`config.mk`:
```
export PLATFORM = sky130hd
export DESIGN_NAME = ras_ckpt_flat
export DESIGN_NICKNAME = d
export VERILOG_FILES = /design/src/rtl/ras_ckpt_pkg.sv /design/src/rtl/ras_ckpt_if.sv /design/src/rtl/ras_ckpt_file.sv /design/src/rtl/ras_ckpt.sv /design/src/flat_wrapper.sv
export SDC_FILE = /design/constraint.sdc
export NUM_CORES = 1
export LEC_CHECK = 0
export CORE_MARGIN = 10
export CORE_UTILIZATION = 50
export CTS_CLUSTER_SIZE = 40
export DETAILED_ROUTE_END_ITERATION = 7
export GPL_TIMING_DRIVEN = 0
export PLACE_DENSITY = 0.69
export SETUP_SLACK_MARGIN = 0.2
export SLEW_MARGIN = 10
export SYNTH_ARGS = -nofsm -noshare
export SYNTH_HDL_FRONTEND = slang
export SYNTH_SLANG_ARGS = --single-unit
```
`constraint.sdc`:
```
create_clock -name Clk -period 4.5 [get_ports Clk]
set_input_delay 0.675 -clock Clk [delete_from_list [all_inputs] [get_ports Clk]]
set_output_delay 0.675 -clock Clk [all_outputs]
set_load 0.005 [all_outputs]
```
`src/rtl/ras_ckpt_pkg.sv`:
```
// Shared defaults and checkpoint layout for the return address stack.
// RAS_TOP_REPAIR_EN adds the top-of-stack value to every checkpoint.
package ras_pkg;

  localparam int RAS_DEPTH = 8;
  localparam int RAS_AW    = 32;
  localparam int RAS_NCKPT = 4;

  function automatic int ras_cnt_w(input int depth);
    return $clog2(depth) + 1;
  endfunction

  localparam int RAS_PTR_W = $clog2(RAS_DEPTH);
  localparam int RAS_CNT_W = ras_cnt_w(RAS_DEPTH);

  // Layout at the default sizes; ras_ckpt mirrors it for its own parameters.
  typedef struct packed {
    logic [RAS_PTR_W-1:0] tosp;
    logic [RAS_CNT_W-1:0] count;
`ifdef RAS_TOP_REPAIR_EN
    logic [RAS_AW-1:0]    top;
`endif
    logic [RAS_AW-1:0]    fallback;
  } ras_ckpt_t;

endpackage

```
`src/rtl/ras_ckpt_if.sv`:
```
// Dispatch/CDB side of the return address stack: push/pop, checkpoint save and flush.
interface ras_ckpt_if
  import ras_pkg::*;
#(
  parameter int AW = RAS_AW,
  parameter int TW = $clog2(RAS_NCKPT)
);
  logic [AW-1:0] Dis_PcPlusFour;
  logic          Dis_RasJalInst;
  logic          Dis_RasJr31Inst;
  logic          Dis_CkptSave;
  logic [TW-1:0] Dis_CkptTag;
  logic          Cdb_Flush;
  logic [TW-1:0] Cdb_FlushTag;
  logic [AW-1:0] Ras_Addr;
  logic          Ras_Empty;
  logic          Ras_Full;

  modport master (
    output Dis_PcPlusFour, Dis_RasJalInst, Dis_RasJr31Inst,
           Dis_CkptSave, Dis_CkptTag, Cdb_Flush, Cdb_FlushTag,
    input  Ras_Addr, Ras_Empty, Ras_Full
  );

  modport slave (
    input  Dis_PcPlusFour, Dis_RasJalInst, Dis_RasJr31Inst,
           Dis_CkptSave, Dis_CkptTag, Cdb_Flush, Cdb_FlushTag,
    output Ras_Addr, Ras_Empty, Ras_Full
  );
endinterface

```
`src/rtl/ras_ckpt_file.sv`:
```
// Checkpoint slot storage: NCKPT packed snapshots with valid bits, one write and one read port.
module ras_ckpt_file #(
  parameter int NCKPT = 4,
  parameter int W     = 8,
  parameter int TW    = $clog2(NCKPT)
) (
  input  logic          Clk,
  input  logic          Resetb,
  input  logic          wr_en,
  input  logic [TW-1:0] wr_tag,
  input  logic [W-1:0]  wr_data,
  input  logic [TW-1:0] rd_tag,
  input  logic          clr_en,
  output logic [W-1:0]  rd_data,
  output logic          rd_valid
);

  logic [W-1:0]     slots [NCKPT];
  logic [NCKPT-1:0] valid_q;

  // NOTE: slot contents are qualified by valid_q, so the array needs no reset
  // and maps onto plain registers or RAM.
  always_ff @(posedge Clk) begin
    if (wr_en) slots[wr_tag] <= wr_data;
  end

  // NOTE: state updates use non-blocking assignments so every register
  // samples pre-edge values regardless of statement order.
  always_ff @(posedge Clk or negedge Resetb) begin
    if (!Resetb) begin
      valid_q <= '0;
    end else begin
      if (clr_en) valid_q[rd_tag] <= 1'b0;
      if (wr_en)  valid_q[wr_tag] <= 1'b1;
    end
  end

  assign rd_data  = slots[rd_tag];
  assign rd_valid = valid_q[rd_tag];

endmodule

```
`src/rtl/ras_ckpt.sv`:
```
// Return address stack with branch checkpoint repair for the dispatch stage.
// Define RAS_TOP_REPAIR_EN to also snapshot and restore the top-of-stack entry.
module ras_ckpt
  import ras_pkg::*;
#(
  parameter int DEPTH = RAS_DEPTH,
  parameter int AW    = RAS_AW,
  parameter int NCKPT = RAS_NCKPT
) (
  input logic        Clk,
  input logic        Resetb,
  ras_ckpt_if.slave  ras
);

  localparam int PW = $clog2(DEPTH);
  localparam int CW = ras_cnt_w(DEPTH);
  localparam logic [CW-1:0] FULL_CNT = CW'(DEPTH);

  typedef struct packed {
    logic [PW-1:0] tosp;
    logic [CW-1:0] count;
`ifdef RAS_TOP_REPAIR_EN
    logic [AW-1:0] top;
`endif
    logic [AW-1:0] fallback;
  } ckpt_t;

  localparam int CKW = $bits(ckpt_t);

  logic [AW-1:0] mem [DEPTH];
  logic [PW-1:0] tosp_q, tosp_d;
  logic [CW-1:0] cnt_q, cnt_d;
  logic [AW-1:0] fb_q, fb_d;
  logic          mem_we;
  logic [PW-1:0] mem_wa;
  logic [AW-1:0] mem_wd;
  logic [AW-1:0] top_val;
  ckpt_t         save_d, rest_q;
  logic [CKW-1:0] rd_data;
  logic          slot_vld, restore, push, pop, save;

  // Any flush blocks same-cycle dispatch activity, valid slot or not.
  assign push    = ras.Dis_RasJalInst  && !ras.Cdb_Flush;
  assign pop     = ras.Dis_RasJr31Inst && !ras.Cdb_Flush;
  assign save    = ras.Dis_CkptSave    && !ras.Cdb_Flush;
  assign restore = ras.Cdb_Flush && slot_vld;
  assign top_val = mem[tosp_q];
  assign rest_q  = ckpt_t'(rd_data);

  always_comb begin
    save_d          = '0;
    save_d.tosp     = tosp_q;
    save_d.count    = cnt_q;
`ifdef RAS_TOP_REPAIR_EN
    save_d.top      = top_val;
`endif
    save_d.fallback = fb_q;
  end

  ras_ckpt_file #(.NCKPT(NCKPT), .W(CKW)) u_ckpt_file (
    .Clk      (Clk),
    .Resetb   (Resetb),
    .wr_en    (save),
    .wr_tag   (ras.Dis_CkptTag),
    .wr_data  (save_d),
    .rd_tag   (ras.Cdb_FlushTag),
    .clr_en   (restore),
    .rd_data  (rd_data),
    .rd_valid (slot_vld)
  );

  // NOTE: every output of this block gets a default first, so no path can
  // leave a variable unassigned and infer a latch.
  always_comb begin
    tosp_d = tosp_q;
    cnt_d  = cnt_q;
    fb_d   = fb_q;
    mem_we = 1'b0;
    mem_wa = tosp_q;
    mem_wd = ras.Dis_PcPlusFour;
    if (restore) begin
      tosp_d = rest_q.tosp;
      cnt_d  = rest_q.count;
      fb_d   = rest_q.fallback;
`ifdef RAS_TOP_REPAIR_EN
      mem_we = 1'b1;
      mem_wa = rest_q.tosp;
      mem_wd = rest_q.top;
`endif
    end else if (push && pop) begin
      mem_we = 1'b1;
    end else if (push) begin
      mem_we = 1'b1;
      mem_wa = tosp_q + 1'b1;
      tosp_d = tosp_q + 1'b1;
      if (cnt_q != FULL_CNT) cnt_d = cnt_q + 1'b1;
    end else if (pop && cnt_q != '0) begin
      tosp_d = tosp_q - 1'b1;
      cnt_d  = cnt_q - 1'b1;
      if (cnt_q == CW'(1)) fb_d = top_val;
    end
  end

  always_ff @(posedge Clk) begin
    if (mem_we) mem[mem_wa] <= mem_wd;
  end

  always_ff @(posedge Clk or negedge Resetb) begin
    if (!Resetb) begin
      tosp_q <= PW'(DEPTH - 1);
      cnt_q  <= '0;
      fb_q   <= '0;
    end else begin
      tosp_q <= tosp_d;
      cnt_q  <= cnt_d;
      fb_q   <= fb_d;
    end
  end

  assign ras.Ras_Addr  = (cnt_q != '0) ? top_val : fb_q;
  assign ras.Ras_Empty = (cnt_q == '0);
  assign ras.Ras_Full  = (cnt_q == FULL_CNT);

  // A stale flush tag is tolerated in hardware, so it only warns; a save
  // colliding with push/pop is a dispatch bug.
  always @(posedge Clk) begin
    if (Resetb) begin
      if (!ras.Cdb_Flush)
        assert (!(ras.Dis_CkptSave && (ras.Dis_RasJalInst || ras.Dis_RasJr31Inst)))
          else $error("ras_ckpt: checkpoint save in the same cycle as push/pop");
      if (ras.Cdb_Flush)
        assert (slot_vld)
          else $warning("ras_ckpt: restore from invalid checkpoint slot %0d", ras.Cdb_FlushTag);
    end
  end

endmodule

```
`src/flat_wrapper.sv`:
```
// flat-port wrapper written by rule: the top's interface ports become plain ports
module ras_ckpt_flat import ras_pkg::*;
#(
  parameter int DEPTH = RAS_DEPTH,
  parameter int AW    = RAS_AW,
  parameter int NCKPT = RAS_NCKPT
)
  (Clk, Resetb, ras_Dis_PcPlusFour, ras_Dis_RasJalInst, ras_Dis_RasJr31Inst, ras_Dis_CkptSave, ras_Dis_CkptTag, ras_Cdb_Flush, ras_Cdb_FlushTag, ras_Ras_Addr, ras_Ras_Empty, ras_Ras_Full);
  ras_ckpt_if #(.AW(AW), .TW(2)) ras_i ();
  input logic Clk;
  input logic Resetb;
  input wire logic [$bits(ras_i.Dis_PcPlusFour)-1:0] ras_Dis_PcPlusFour;
  input wire logic [$bits(ras_i.Dis_RasJalInst)-1:0] ras_Dis_RasJalInst;
  input wire logic [$bits(ras_i.Dis_RasJr31Inst)-1:0] ras_Dis_RasJr31Inst;
  input wire logic [$bits(ras_i.Dis_CkptSave)-1:0] ras_Dis_CkptSave;
  input wire logic [$bits(ras_i.Dis_CkptTag)-1:0] ras_Dis_CkptTag;
  input wire logic [$bits(ras_i.Cdb_Flush)-1:0] ras_Cdb_Flush;
  input wire logic [$bits(ras_i.Cdb_FlushTag)-1:0] ras_Cdb_FlushTag;
  output wire logic [$bits(ras_i.Ras_Addr)-1:0] ras_Ras_Addr;
  output wire logic [$bits(ras_i.Ras_Empty)-1:0] ras_Ras_Empty;
  output wire logic [$bits(ras_i.Ras_Full)-1:0] ras_Ras_Full;
  assign ras_i.Dis_PcPlusFour = ras_Dis_PcPlusFour;
  assign ras_i.Dis_RasJalInst = ras_Dis_RasJalInst;
  assign ras_i.Dis_RasJr31Inst = ras_Dis_RasJr31Inst;
  assign ras_i.Dis_CkptSave = ras_Dis_CkptSave;
  assign ras_i.Dis_CkptTag = ras_Dis_CkptTag;
  assign ras_i.Cdb_Flush = ras_Cdb_Flush;
  assign ras_i.Cdb_FlushTag = ras_Cdb_FlushTag;
  assign ras_Ras_Addr = ras_i.Ras_Addr;
  assign ras_Ras_Empty = ras_i.Ras_Empty;
  assign ras_Ras_Full = ras_i.Ras_Full;
  ras_ckpt #(.DEPTH(DEPTH), .AW(AW), .NCKPT(NCKPT)) u_core (.Clk(Clk), .Resetb(Resetb), .ras(ras_i));
endmodule
```
## Word-level counts from Yosys, hierarchy flattened

Memory sizes are Yosys's and may differ from the RTL's.
Index checks and enable logic that the tools add are counted.
Widths: inputs -> output; s select.

| storage, ports and cells | value |
|---|---|
| output and inout port bits | 34 |
| memories | 2 |
| logic and storage cells | 73 |
| flip-flop bits (word level) | 43 |
| RAM bits | 412 |

Memory list:

| name | depth | bits a word | rd ports | clocked after Yosys merged registers in | write ports | RTL line | text |
|---|---|---|---|---|---|---|---|
| u_core.mem | 8 | 32 | 1 | 0 | 1 | ras_ckpt.sv:30 | `logic [AW-1:0] mem [DEPTH];` |
| u_core.u_ckpt_file.slots | 4 | 39 | 1 | 0 | 1 | ras_ckpt_file.sv:18 | `logic [W-1:0] slots [NCKPT];` |

| cells by class | value |
|---|---|
| equal/unequal tests | 6 |
| reduce and logical (&&, ||, !) cells | 17 |
| multiplexer cells | 33 |
| add/sub/neg operators | 4 |
| bitwise logic cells | 3 |
| order comparisons | 4 |

Operators with widths:

| kind | number |
|---|---|
| $mux 32 | 6 |
| $mux 4 | 7 |
| $mux 3 | 7 |
| $mux 1 | 10 |
| $logic_and 1x1->1 | 8 |
| $lt 2x3->1 const B | 2 |
| $add 4x1->4 const B | 1 |
| $and 4x4->4 | 1 |
| $demux 1 s2 | 2 |
| $eq 4x1->1 const B | 1 |
| $eq 4x4->1 const B | 1 |
| $ge 2x1->1 const B | 2 |
| $logic_not 4->1 | 1 |
| $ne 2x1->1 const B | 2 |
| $ne 4x4->1 const B | 1 |
| $not 4->4 | 1 |
| $or 4x4->4 | 1 |
| $reduce_and 4->1 | 1 |
| $reduce_bool 2->1 | 2 |
| $reduce_bool 4->1 | 1 |
| $sub 4x1->4 const B | 1 |
| $add 3x1->3 const B | 1 |
| $ne 3x2->1 const B | 1 |
| $reduce_and 3->1 | 1 |
| other kinds (5) | 5 |

## Longest topological paths before layout

| logic depth | value |
|---|---|
| word-level depth | 9 |
| depth in mapped cells | 9 |

## Cells and area by module

From an unflattened synthesis, not the netlist that was laid out.

| second synthesis, totals | value |
|---|---|
| cell total of the unflattened synthesis | 863 |
| area total of the unflattened synthesis | 17875.9 µm² |

By module, submodules not included:

| module | times used | area each (µm²) | cells an instance | sequential area each (µm²) |
|---|---|---|---|---|
| ras_ckpt | 1 | 11907.7 | 640 | 8667.1 |
| ras_ckpt_file | 1 | 5968.2 | 223 | 4784.6 |

## Worst setup path after synthesis

Ideal clock, no wire load.

| timing | value |
|---|---|
| path kind | in2reg |
| start | input port ras_Dis_CkptSave |
| end | memory u_core.u_ckpt_file.slots[0][0] (netlist name), enable pin |
| path buffers | 0 |
| library setup time | 494 ps |
| arrival time | 3812 ps |
| stages on the path | 2 |
| data required time | 4006 ps |
| setup slack | 194 ps |
| path through | nor2b_1 nor3b_1 |

| between the ends | value |
|---|---|
| word-level cells in the longest chain between the ends | 3 |

RTL lines:

| item | RTL line | text |
|---|---|---|
| from (decl) | flat_wrapper.sv:15 | `input wire logic [$bits(ras_i.Dis_CkptSave)-1:0] ras_Dis_CkptSave;` |
| $logic_and 1x1->1 | ras_ckpt.sv:45 | `assign save = ras.Dis_CkptSave && !ras.Cdb_Flush;` |
| $mux 1 | ras_ckpt_file.sv:24 | `if (wr_en) slots[wr_tag] <= wr_data;` |
| $mux 1 (implied by the code) | ras_ckpt_file.sv:24 |  |
| to (decl) | ras_ckpt_file.sv:18 |  |

Every way passes these cells.

## Worst setup path in the final report

| timing | value |
|---|---|
| start | register u_core.tosp_q[2] |
| end | output port ras_Ras_Addr[18] |

| between the ends | value |
|---|---|
| word-level cells in the longest chain between the ends | 2 |

RTL lines:

| item | RTL line | text |
|---|---|---|
| from (decl) | ras_ckpt.sv:31 | `logic [PW-1:0] tosp_q, tosp_d;` |
| from (signal assigned) | ras_ckpt.sv:110 | `tosp_q <= PW'(DEPTH - 1);` |
| from (signal assigned) | ras_ckpt.sv:114 | `tosp_q <= tosp_d;` |
| $mem_v2 8x32 | -- |  |
| $mux 32 | ras_ckpt.sv:120 | `assign ras.Ras_Addr = (cnt_q != '0) ? top_val : fb_q;` |
| to (decl) | flat_wrapper.sv:19 | `output wire logic [$bits(ras_i.Ras_Addr)-1:0] ras_Ras_Addr;` |

Every way passes these cells.

==> results.cfg <==
[synth]
yosysSeqAreaShare_pct = 74.5
ys_ff_latch = 455
synthCells = 915
synth.distinct_cells = 48
synth_common_cells = edfxtp_1, mux4_2, nor2_1
yosys.area.top_type = edfxtp_1
synth-edff-count = 412
synth_nets = 963
postSynthAreaPerCell_um2 = 19.7
synth.area.top_cells = edfxtp_1, mux4_2, dfrtp_1
ys.flop_type = edfxtp_1
netlist_area_um2 = 18000
yosysMostFrequentCell = edfxtp_1
synth_warnings = 0
synthArstFlopShare_pct = 9.45
synth_top_area_share_pct = 68.5

[power]
peakVddDrop_mv = 0.282
powerDensity_nw_per_um2 = 581
power_leakage_nw = 7.01
total_power_mw = 12.3

[worst_setup_path]
critPathSlowestCell = dfstp_2
path_cells = clkbuf_1, buf_2, buf_4, mux4_2, mux2i_1, a21oi_1, clkdlybuf4s50_1
worst_ep_required_time_ps = 3830
end_kind = primary output
cp.arrival_ps = 3550
crit_path_start = u_core.tosp_q[2]
critPathKind = register to primary output
critPathLaunchType = register
crit-reg2reg-launch = u_core.tosp_q[0]
crit_buf_inv = 4
reg2reg_slack_ps = 1110
critical_path.max_fanout = 10
critical_path.top_delay_family = buffers and inverters
rr_worst_depth = 9
slowest_delay_ps = 570
r2r-end = u_core.mem[2][27]

[status]
status = finished, final reports clean

[sta]
skew_ps = 21.9
fin_hold_ws_ps = 228
tightest_slew_ps = 915
fin_crit_ps = 4220
hold_viol = 0
grt_setup_unrepaired = false
maxSlewHeadroom_pct = 38.5
setup_violations = 0
drv_slew = 0
setup-tns-final_ps = 0
min_period_over_period_pct = 93.8
clock.fmax_mhz = 237

[global_route]
grt_overflow = 0
antenna_found_initial = 3
grt_pass1_wl_um = 58400
gr-usage-all-layers_pct = 17.4
grt_max_degree = 29
grt_pass1_vias = 9311

[floorplanning]
std_cell_rows = 69
dieArea_um2 = 44100
core_area_um2 = 35600
die_w_um = 210
ios = 76
initial_utilization_pct = 50.7
die_h_um = 210

[job]
maxCapViolations = 0

[cells_and_area]
ff_latch_area_um2 = 13500
final_net_count = 1099
multiInputGateArea_um2 = 4340
drive_gt1_share_pct = 24.6
num-fill-cells = 2586
syn_to_final_growth_pct = 17.4

[routing]
ant_nets = 0
drt_iter0_drc = 840
wirelength_um = 38600
drc = 0
num_vias = 9065
wire_per_inst_um = 24.9
viasPerCell = 5.86
drtPass1Iterations = 5

[cts]
cts_max_level = 2
cts_buffers = 45
cts_tree = yes
clk_latency_ps = 550
clock_sinks = 455
clockBufferDepth = 3
path_clk_slew_ps = 60
cts-root-buf = clkbuf_16

[hold_path]
hold_path_class = input port to asynchronous set/reset pin

[placed_design]
gp_congestion = 0.795
portBuffers = 73
dpl.hpwl_um = 25200
-- worst max-delay path by stage --
stage / to / cells after the start
finish: ras_Ras_Addr[18] / 7
global route: ras_Ras_Addr[14] / 7
CTS: ras_Ras_Addr[16] / 7
detailed placement: ras_Ras_Addr[22] / 7
global placement: u_core.mem[5][10] / 7
floorplan: u_core.mem[0][0] / 7
-- report_power, final --
group | switching [mW] | total (mW) | leakage (nW) | internal [mW]
clock | 1.50 | 3.49 | 0.687 | 1.99
combinational | 1.65 | 3.23 | 2.11 | 1.58
sequential | 0.325 | 5.58 | 4.21 | 5.25
total | 3.47 | 12.3 | 7.01 | 8.83
-- state kept, by name, summed over array words and instances (netlist names) --
signal	cells
u_core.tosp_q	3
u_core.cnt_q	4
u_core.fb_q	32
u_core.mem	256
u_core.u_ckpt_file.valid_q	4
u_core.u_ckpt_file.slots	156
-- cell families after synthesis --
| kind of cell | count (synthesis) | share of synthesized area (%) |
|---|---|---|
| AOI/OAI and AO/OA | 95 | 3.20 |
| and+or+nand+nor | 153 | 4.85 |
| xor gates and xnor gates | 4 | 0.194 |
| muxes | 139 | 14.9 |
| DFF | 455 | 74.5 |
| adders and majority gates | 6 | 0.416 |
| buffers and inverters | 63 | 1.95 |
-- placed cells by master (no fill, tap or decap), types with 14 or more instances in the layout --
cell             count
nand2_1             16
a21oi_1             35
buf_2               16
mux4_2             103
clkdlybuf4s50_1     72
clkbuf_1            25
edfxtp_1           412
o22ai_1             35
dfrtp_1             40
nor3b_2             23
clkbuf_16           47
nor2_1              70
clkinv_2            14
mux2i_1             31
-- final cells by class --
cell class                      count  area share [%]
Sequential cell                   455            63.5
Multi-Input combinational cell    397            20.5
Clock buffer                       58            5.84
Timing Repair Buffer               89            5.07
Tap cell                          461            2.72
Buffer                             55            1.57
Clock inverter                     23           0.656
Inverter                            8           0.142
Antenna cell                        1          0.0118
-- metal layers --
| layer | up-vias | global-route usage (%) | wire, µm |
|---|---|---|---|
| li1 | 3983 | - | - |
| met5 | - | 0 | 34 |
| met3 | 66 | 3.50 | 2510 |
| met2 | 288 | 27.7 | 18700 |
| met4 | 4 | 4.89 | 877 |
| met1 | 4724 | 24.0 | 16500 |
-- per-stage QoR --
stage          util, %  std cells  area, µm²  worst slack [ps]
2_1_floorplan        -        915      18100               926
3_3_place_gp      54.4       1449      19400             -1080
3_5_place_dp      55.6       1465      19800               698
4_1_cts           59.5       1546      21200               172
5_1_grt           59.5       1546      21200               204
6_report          59.6       1547      21200               279
-- repair_timing --
action                                  CTS  global route
hold buffers                              0             0
endpoints found under the setup margin    9             9
setup buffers                             0             0
gates resized for setup                   3             8
pin swaps                                 0             0
hold endpoints to repair                  0             0
No activity file was read; power rests on OpenSTA's default activity.
